--- config.mk ---
export PLATFORM = sky130hd
export DESIGN_NAME = vessel_renderer
export DESIGN_NICKNAME = d
export VERILOG_FILES = /design/src/rtl/vessel_renderer.sv
export SDC_FILE = /design/constraint.sdc
export NUM_CORES = 1
export LEC_CHECK = 0
export CAP_MARGIN = 20
export CELL_PAD_IN_SITES_DETAIL_PLACEMENT = 1
export CELL_PAD_IN_SITES_GLOBAL_PLACEMENT = 1
export CORE_AREA = 2 2 98 100
export CTS_CLUSTER_SIZE = 16
export DETAILED_ROUTE_END_ITERATION = 10
export DIE_AREA = 0 0 100 102
export PLACE_DENSITY = 0.83
export SYNTH_ARGS = -nofsm -noshare
export SYNTH_HDL_FRONTEND = slang
export SYNTH_SLANG_ARGS = --single-unit
--- constraint.sdc ---
create_clock -name clk -period 2.6 [get_ports clk]
set_input_delay 0.52 -clock clk [delete_from_list [all_inputs] [get_ports clk]]
set_output_delay 0.52 -clock clk [all_outputs]
set_load 0.01 [all_outputs]
--- src/rtl/vessel_renderer.sv ---
// Clocked sprite renderer for one liquid vessel on the 96x64 OLED: stacked colour
// bands, a cap that blinks while selected, and a fill level animated one row per frame.
module vessel_renderer #(
  parameter int LAYERS       = 4,
  parameter int LAYER_ROWS   = 4,
  parameter int WIDTH        = 12,
  parameter int CW           = 3,
  parameter int BLINK_FRAMES = 16
) (
  input  logic                         clk,
  input  logic                         rst_n,
  input  logic                         frame_tick,
  input  logic [6:0]                   x,
  input  logic [5:0]                   y,
  input  logic [6:0]                   left_x,
  input  logic [5:0]                   top_y,
  input  logic [15:0]                  background,
  input  logic                         selected,
  input  logic [LAYERS*CW-1:0]         colours,
  input  logic [$clog2(LAYERS+1)-1:0]  level,
  output logic [15:0]                  oled_data
);

  localparam int ROWS   = LAYERS * LAYER_ROWS;
  localparam int H      = 3 + ROWS + 1;
  localparam int DISP_W = $clog2(ROWS + 1);
  localparam int SHIFT  = $clog2(LAYER_ROWS);
  localparam int CNT_W  = $clog2(BLINK_FRAMES + 1);

  localparam logic [15:0] BLACK = 16'h0000;
  localparam logic [15:0] WHITE = 16'hFFFF;
  localparam logic [15:0] RED   = 16'hF800;
  localparam logic [15:0] BROWN = 16'h60E0;

  typedef enum logic [1:0] {IDLE, FILL, DRAIN} fill_state_e;

  function automatic logic [15:0] palette(input logic [CW-1:0] code);
    case (int'(code))
      0:       palette = 16'hFFFF;
      1:       palette = 16'hCB92;
      2:       palette = 16'hA776;
      3:       palette = 16'hED6C;
      4:       palette = 16'h0016;
      5:       palette = 16'h06B8;
      6:       palette = 16'hA534;
      default: palette = RED;
    endcase
  endfunction

  logic [DISP_W-1:0] disp_rows, disp_next, tgt;
  logic [CNT_W-1:0]  blink_cnt;
  logic              blink_phase;
  fill_state_e       state;

  // The direction is derived from the live target every cycle, so a level change
  // landing on the same cycle as a tick already steers that step.
  always_comb begin
    int lvl;
    // NOTE: every combinational output gets a default first so no path can infer a latch.
    lvl       = int'(level);
    tgt       = DISP_W'(((lvl > LAYERS) ? LAYERS : lvl) * LAYER_ROWS);
    state     = IDLE;
    disp_next = disp_rows;
    if (disp_rows < tgt)      state = FILL;
    else if (disp_rows > tgt) state = DRAIN;
    if (frame_tick) begin
      if (state == FILL)       disp_next = disp_rows + 1'b1;
      else if (state == DRAIN) disp_next = disp_rows - 1'b1;
    end
  end

  // NOTE: sequential state uses non-blocking assignments so all registers update together.
  always_ff @(posedge clk or negedge rst_n) begin
    if (!rst_n) begin
      disp_rows   <= '0;
      blink_cnt   <= '0;
      blink_phase <= 1'b1;
    end else begin
      disp_rows <= disp_next;
      if (!selected) begin
        blink_cnt   <= '0;
        blink_phase <= 1'b1;
      end else if (frame_tick) begin
        if (blink_cnt == CNT_W'(BLINK_FRAMES - 1)) begin
          blink_cnt   <= '0;
          blink_phase <= ~blink_phase;
        end else begin
          blink_cnt <= blink_cnt + 1'b1;
        end
      end
    end
  end

  // Relative coordinates are 8 bits wide so a pixel left of/above the box cannot alias inside it.
  logic [7:0]    rx, ry, b, layer;
  logic [CW-1:0] code;
  logic          outside;
  logic [15:0]   cap_colour, pix;

  always_comb begin
    rx         = {1'b0, x} - {1'b0, left_x};
    ry         = {2'b00, y} - {2'b00, top_y};
    b          = 8'(H - 2) - ry;
    layer      = b >> SHIFT;
    outside    = (x < left_x) || (y < top_y) || (rx >= 8'(WIDTH)) || (ry >= 8'(H));
    cap_colour = (selected && blink_phase) ? RED : BROWN;
    code       = '0;
    for (int i = 0; i < LAYERS; i++) begin
      if (layer == 8'(i)) code = colours[i*CW +: CW];
    end
    pix = background;
    if (!outside) begin
      if (ry < 8'd3) begin
        if (rx >= 8'd1 && rx <= 8'(WIDTH - 2)) pix = cap_colour;
      end else if (ry == 8'(H - 1)) begin
        pix = BLACK;
      end else if (rx == 8'd0 || rx == 8'(WIDTH - 1)) begin
        pix = BLACK;
      end else if (b < 8'(disp_rows)) begin
        pix = palette(code);
      end else begin
        pix = WHITE;
      end
    end
  end

  always_ff @(posedge clk or negedge rst_n) begin
    if (!rst_n) oled_data <= '0;
    else        oled_data <= pix;
  end

endmodule
==> summary.txt <==
Clocking
  – CTS max path bufs: 2
  – CTS Buf Count: 3
  – Sink count of the clock tree: 27
  – Skew-Pair Late Insertion Delay: 0.31 ns
  – Clk slew on worst S/H paths: approximately 0.12 ns
  – CTS tree: yes
  – Htree depth: 1
  – Hold-fix buffers, CTS: 0
  – Root Buffer: clkbuf_8

Timing
  – Fin Setup TNS: -7.98 ns
  – Fmax: 312 MHz
  – Worst-Margin Slew: 0.649 ns
  – Count of final setup violators: 16
  – Final period utilization: 123%
  – PnR worst setup slack: -0.606 ns
  – Final Skew: 0.00982 ns
  – Final slew viol count: 0
  – RSZ-0062 raised after global routing: true
  – Worst rel slew slack: 56.6%
  – Tmin final: 3.21 ns
  – Hold Vio Cnt, Final: 0

Min path
  – Worst min path class: reg -> reg

Logic synthesis
  – Post-synth EDFFs: 0
  – Main flop type after synthesis: dfrtp_1
  – Yosys top cell area share: roughly a quarter
  – Top cell type by total area after synthesis: dfrtp_1
  – Yosys warns: 0
  – Synth area leaders: dfrtp_1 24%, ha_1 12%, inv_1 4.2%, a21oi_1 3.2%, a21o_1 2.8%
  – Synth cell types: 63
  – Avg Inst Size Synth: 8.93 um^2
  – Syn nets: 388
  – Async SR Flop Fraction: 100%
  – Post-Syn Area: roughly 2700 um^2
  – Register area share after synthesis: 25.4%
  – Syn Inst Count: roughly 300
  – Synth Register Bits: 27

Route
  – DR iter-0 viols: approximately 160
  – Drt pass-1 iters: 4
  – Drt wl/cell: 21.7 um
  – ANT nets after route: 0
  – Vias/cell: 5.51
  – WL final: 12,200 um
  – Post-route DRC: 0
  – Routed via count: 3,099

Place
  – Post-detail-place hpwl: 7250 um
  – Pre-CTS WS: -1.50 ns
  – Buffers on Ports: 76
  – GPL Wtd Cong: 0.874
  – # placed instances: between 500 and 600

Die
  – Die Area: 10,200 um^2
  – Initial Util: 29.2%
  – Die X: 100 um
  – Die Ht: around 100 um
  – Core Region: 9110 um^2
  – Ports: 77
  – Row count: 35

Final layout
  – Final Util: 53.6%
  – Share of cells above drive strength 1: 44.1%
  – N_diodes: 0
  – Syn-to-layout area delta: 83.6%
  – Layout Nets: between 500 and 600
  – Finished Layout Cells: 562

Run status
  – Failing checks: setup timing
  – Status: complete, but fails checks

Power
  – Cell Pwr Density: between 600 and 700 nW/um^2
  – Worst vdd ir: ~0.28 mV
  – Lkg Pwr: between 2 and 2.5 nW

Worst setup path
  – CP Launch Type: input port
  – CP Max Fanout: 5
  – Crit end category: flop
  – Critical path class: in -> reg
  – Worst EP required: roughly 2.8 ns
  – Arr. time, crit path: 3.40 ns

GRT
  – Vias in the first global route: 3,407
  – Initial antenna violation count: 0
  – Largest net degree at the start of global routing: 17
  – Total GRT Usage: 21.3%
  – Gr ovfl total: 0
  – First-pass GRT wire length: 17,100 um

Job
  – Max Cap Viol: 0
## synthesized netlist by cell type, drive strengths merged, types with 5 or more instances
cell type and count:
a21o 10, a21oi 20, and3 5, dfrtp 26, ha 26, inv 30, nand2 19, nand3 12
nand4 5, nor2 16, nor2b 9, o21a 8, o21ai 15, xnor2 8
## flip-flops by register name, summed over array words and instances, names as in the netlist
signal and flops:
blink_cnt 5, blink_phase 1, disp_rows 5, oled_data 16
## metal layers
metal / part of all wire, % / GRT usage, % / vias up
li1: - / - / 1393
met1: 38 / 22.8 / 1572
met2: 56 / 42.5 / 110
met3: 3.8 / 2.39 / 24
met4: 2.5 / 8.32 / 0
met5: 0 / 0 / -
## worst paths after layout
path / startpoint / endpoint / slack (ns) / cells past startpoint
worst max-delay path: y[0] / oled_data[6] / -0.61 / 17
worst min register to register: disp_rows[4] / disp_rows[4] / 0.52 / 1
min in group asynchronous: rst_n / blink_cnt[0] / 0.59 / 1
worst max register to register: disp_rows[2] / disp_rows[3] / 0.18 / 13
max in group asynchronous: rst_n / oled_data[11] / 1.32 / 2
worst min-delay path: disp_rows[4] / disp_rows[4] / 0.52 / 1
## critical path, cell delays in order
cell     delay [ns]
buf_8          0.09
inv_12         0.03
ha_4           0.15
fa_2           0.55
inv_4          0.05
buf_12         0.12
ha_4           0.18
nor2_4         0.13
a21oi_1        0.11
nor2_1         0.16
inv_1          0.07
ha_1           0.30
a21oi_2        0.16
and3_4         0.25
buf_12         0.13
a21oi_4        0.06
a221o_1        0.33
## cells by family after synthesis
logic type / share of synthesized area [%]
buffers and inverters: 5.36
AOI/OAI and AO/OA: 24.0
DFF: 25.4
xor gates and xnor gates: 5.74
and+or+nand+nor: 19.7
adders and majority gates: 14.5
muxes: 5.31
## layout make-up
type | count | area [um^2]
Tap cell | 111 | 139
Clock inverter | 1 | 7.51
Clock buffer | 3 | 41.3
Inverter | 30 | 128
Timing Repair Buffer | 156 | 1460
Multi-Input combinational cell | 234 | 2430
Fill cell | 1008 | 4220
Sequential cell | 27 | 677
## cells in the final DEF (no fill, tap or decap), drive strengths merged, types with 4 or more instances in the layout
cell           netlist  final
or2                  4      4
ha                  26     26
nand3               12     12
and3                 5      5
o21ai               15     15
mux2i                4      4
nor2                16     16
a21o                10     10
nor2b                9      9
a22o                 4      4
buf                  3     82
clkdlybuf4s50        0     59
nand2               19     19
clkbuf               4      7
nand4                5      5
o21a                 8      8
xnor2                8      8
nand2b               4      4
a21oi               20     20
xor2                 4      4
dlymetal6s2s         0     11
inv                 30     30
a211o                4      4
dfrtp               26     26
## timing repair
item / 4_1_cts / 5_1_grt
cloned: 1 / 0
resized for setup: 77 / 84
pin swaps: 33 / 57
endpoints found under the hold margin: 0 / 0
endpoints found under the setup margin: 18 / 18
buffers inserted: 12 / 9
## per-stage QoR
| stage | area [um^2] | total power, mW | hold WS (ns) |
|---|---|---|---|
| detailed placement | 4120 | 2.21 | 0.516 |
| global route | 4890 | 3.35 | 0.530 |
| CTS | 4580 | 2.76 | 0.531 |
| finish | 4890 | 3.16 | 0.520 |
| global placement | 4120 | 2.10 | 0.504 |
| floorplan | 2770 | 1.50 | 0.224 |
## power by group
part	internal (mW)	switching (mW)
logic	1.20	1.15
registers	0.474	0.0578
clock network	0.110	0.173
total	1.79	1.38
No activity file was read; power rests on OpenSTA's default activity.
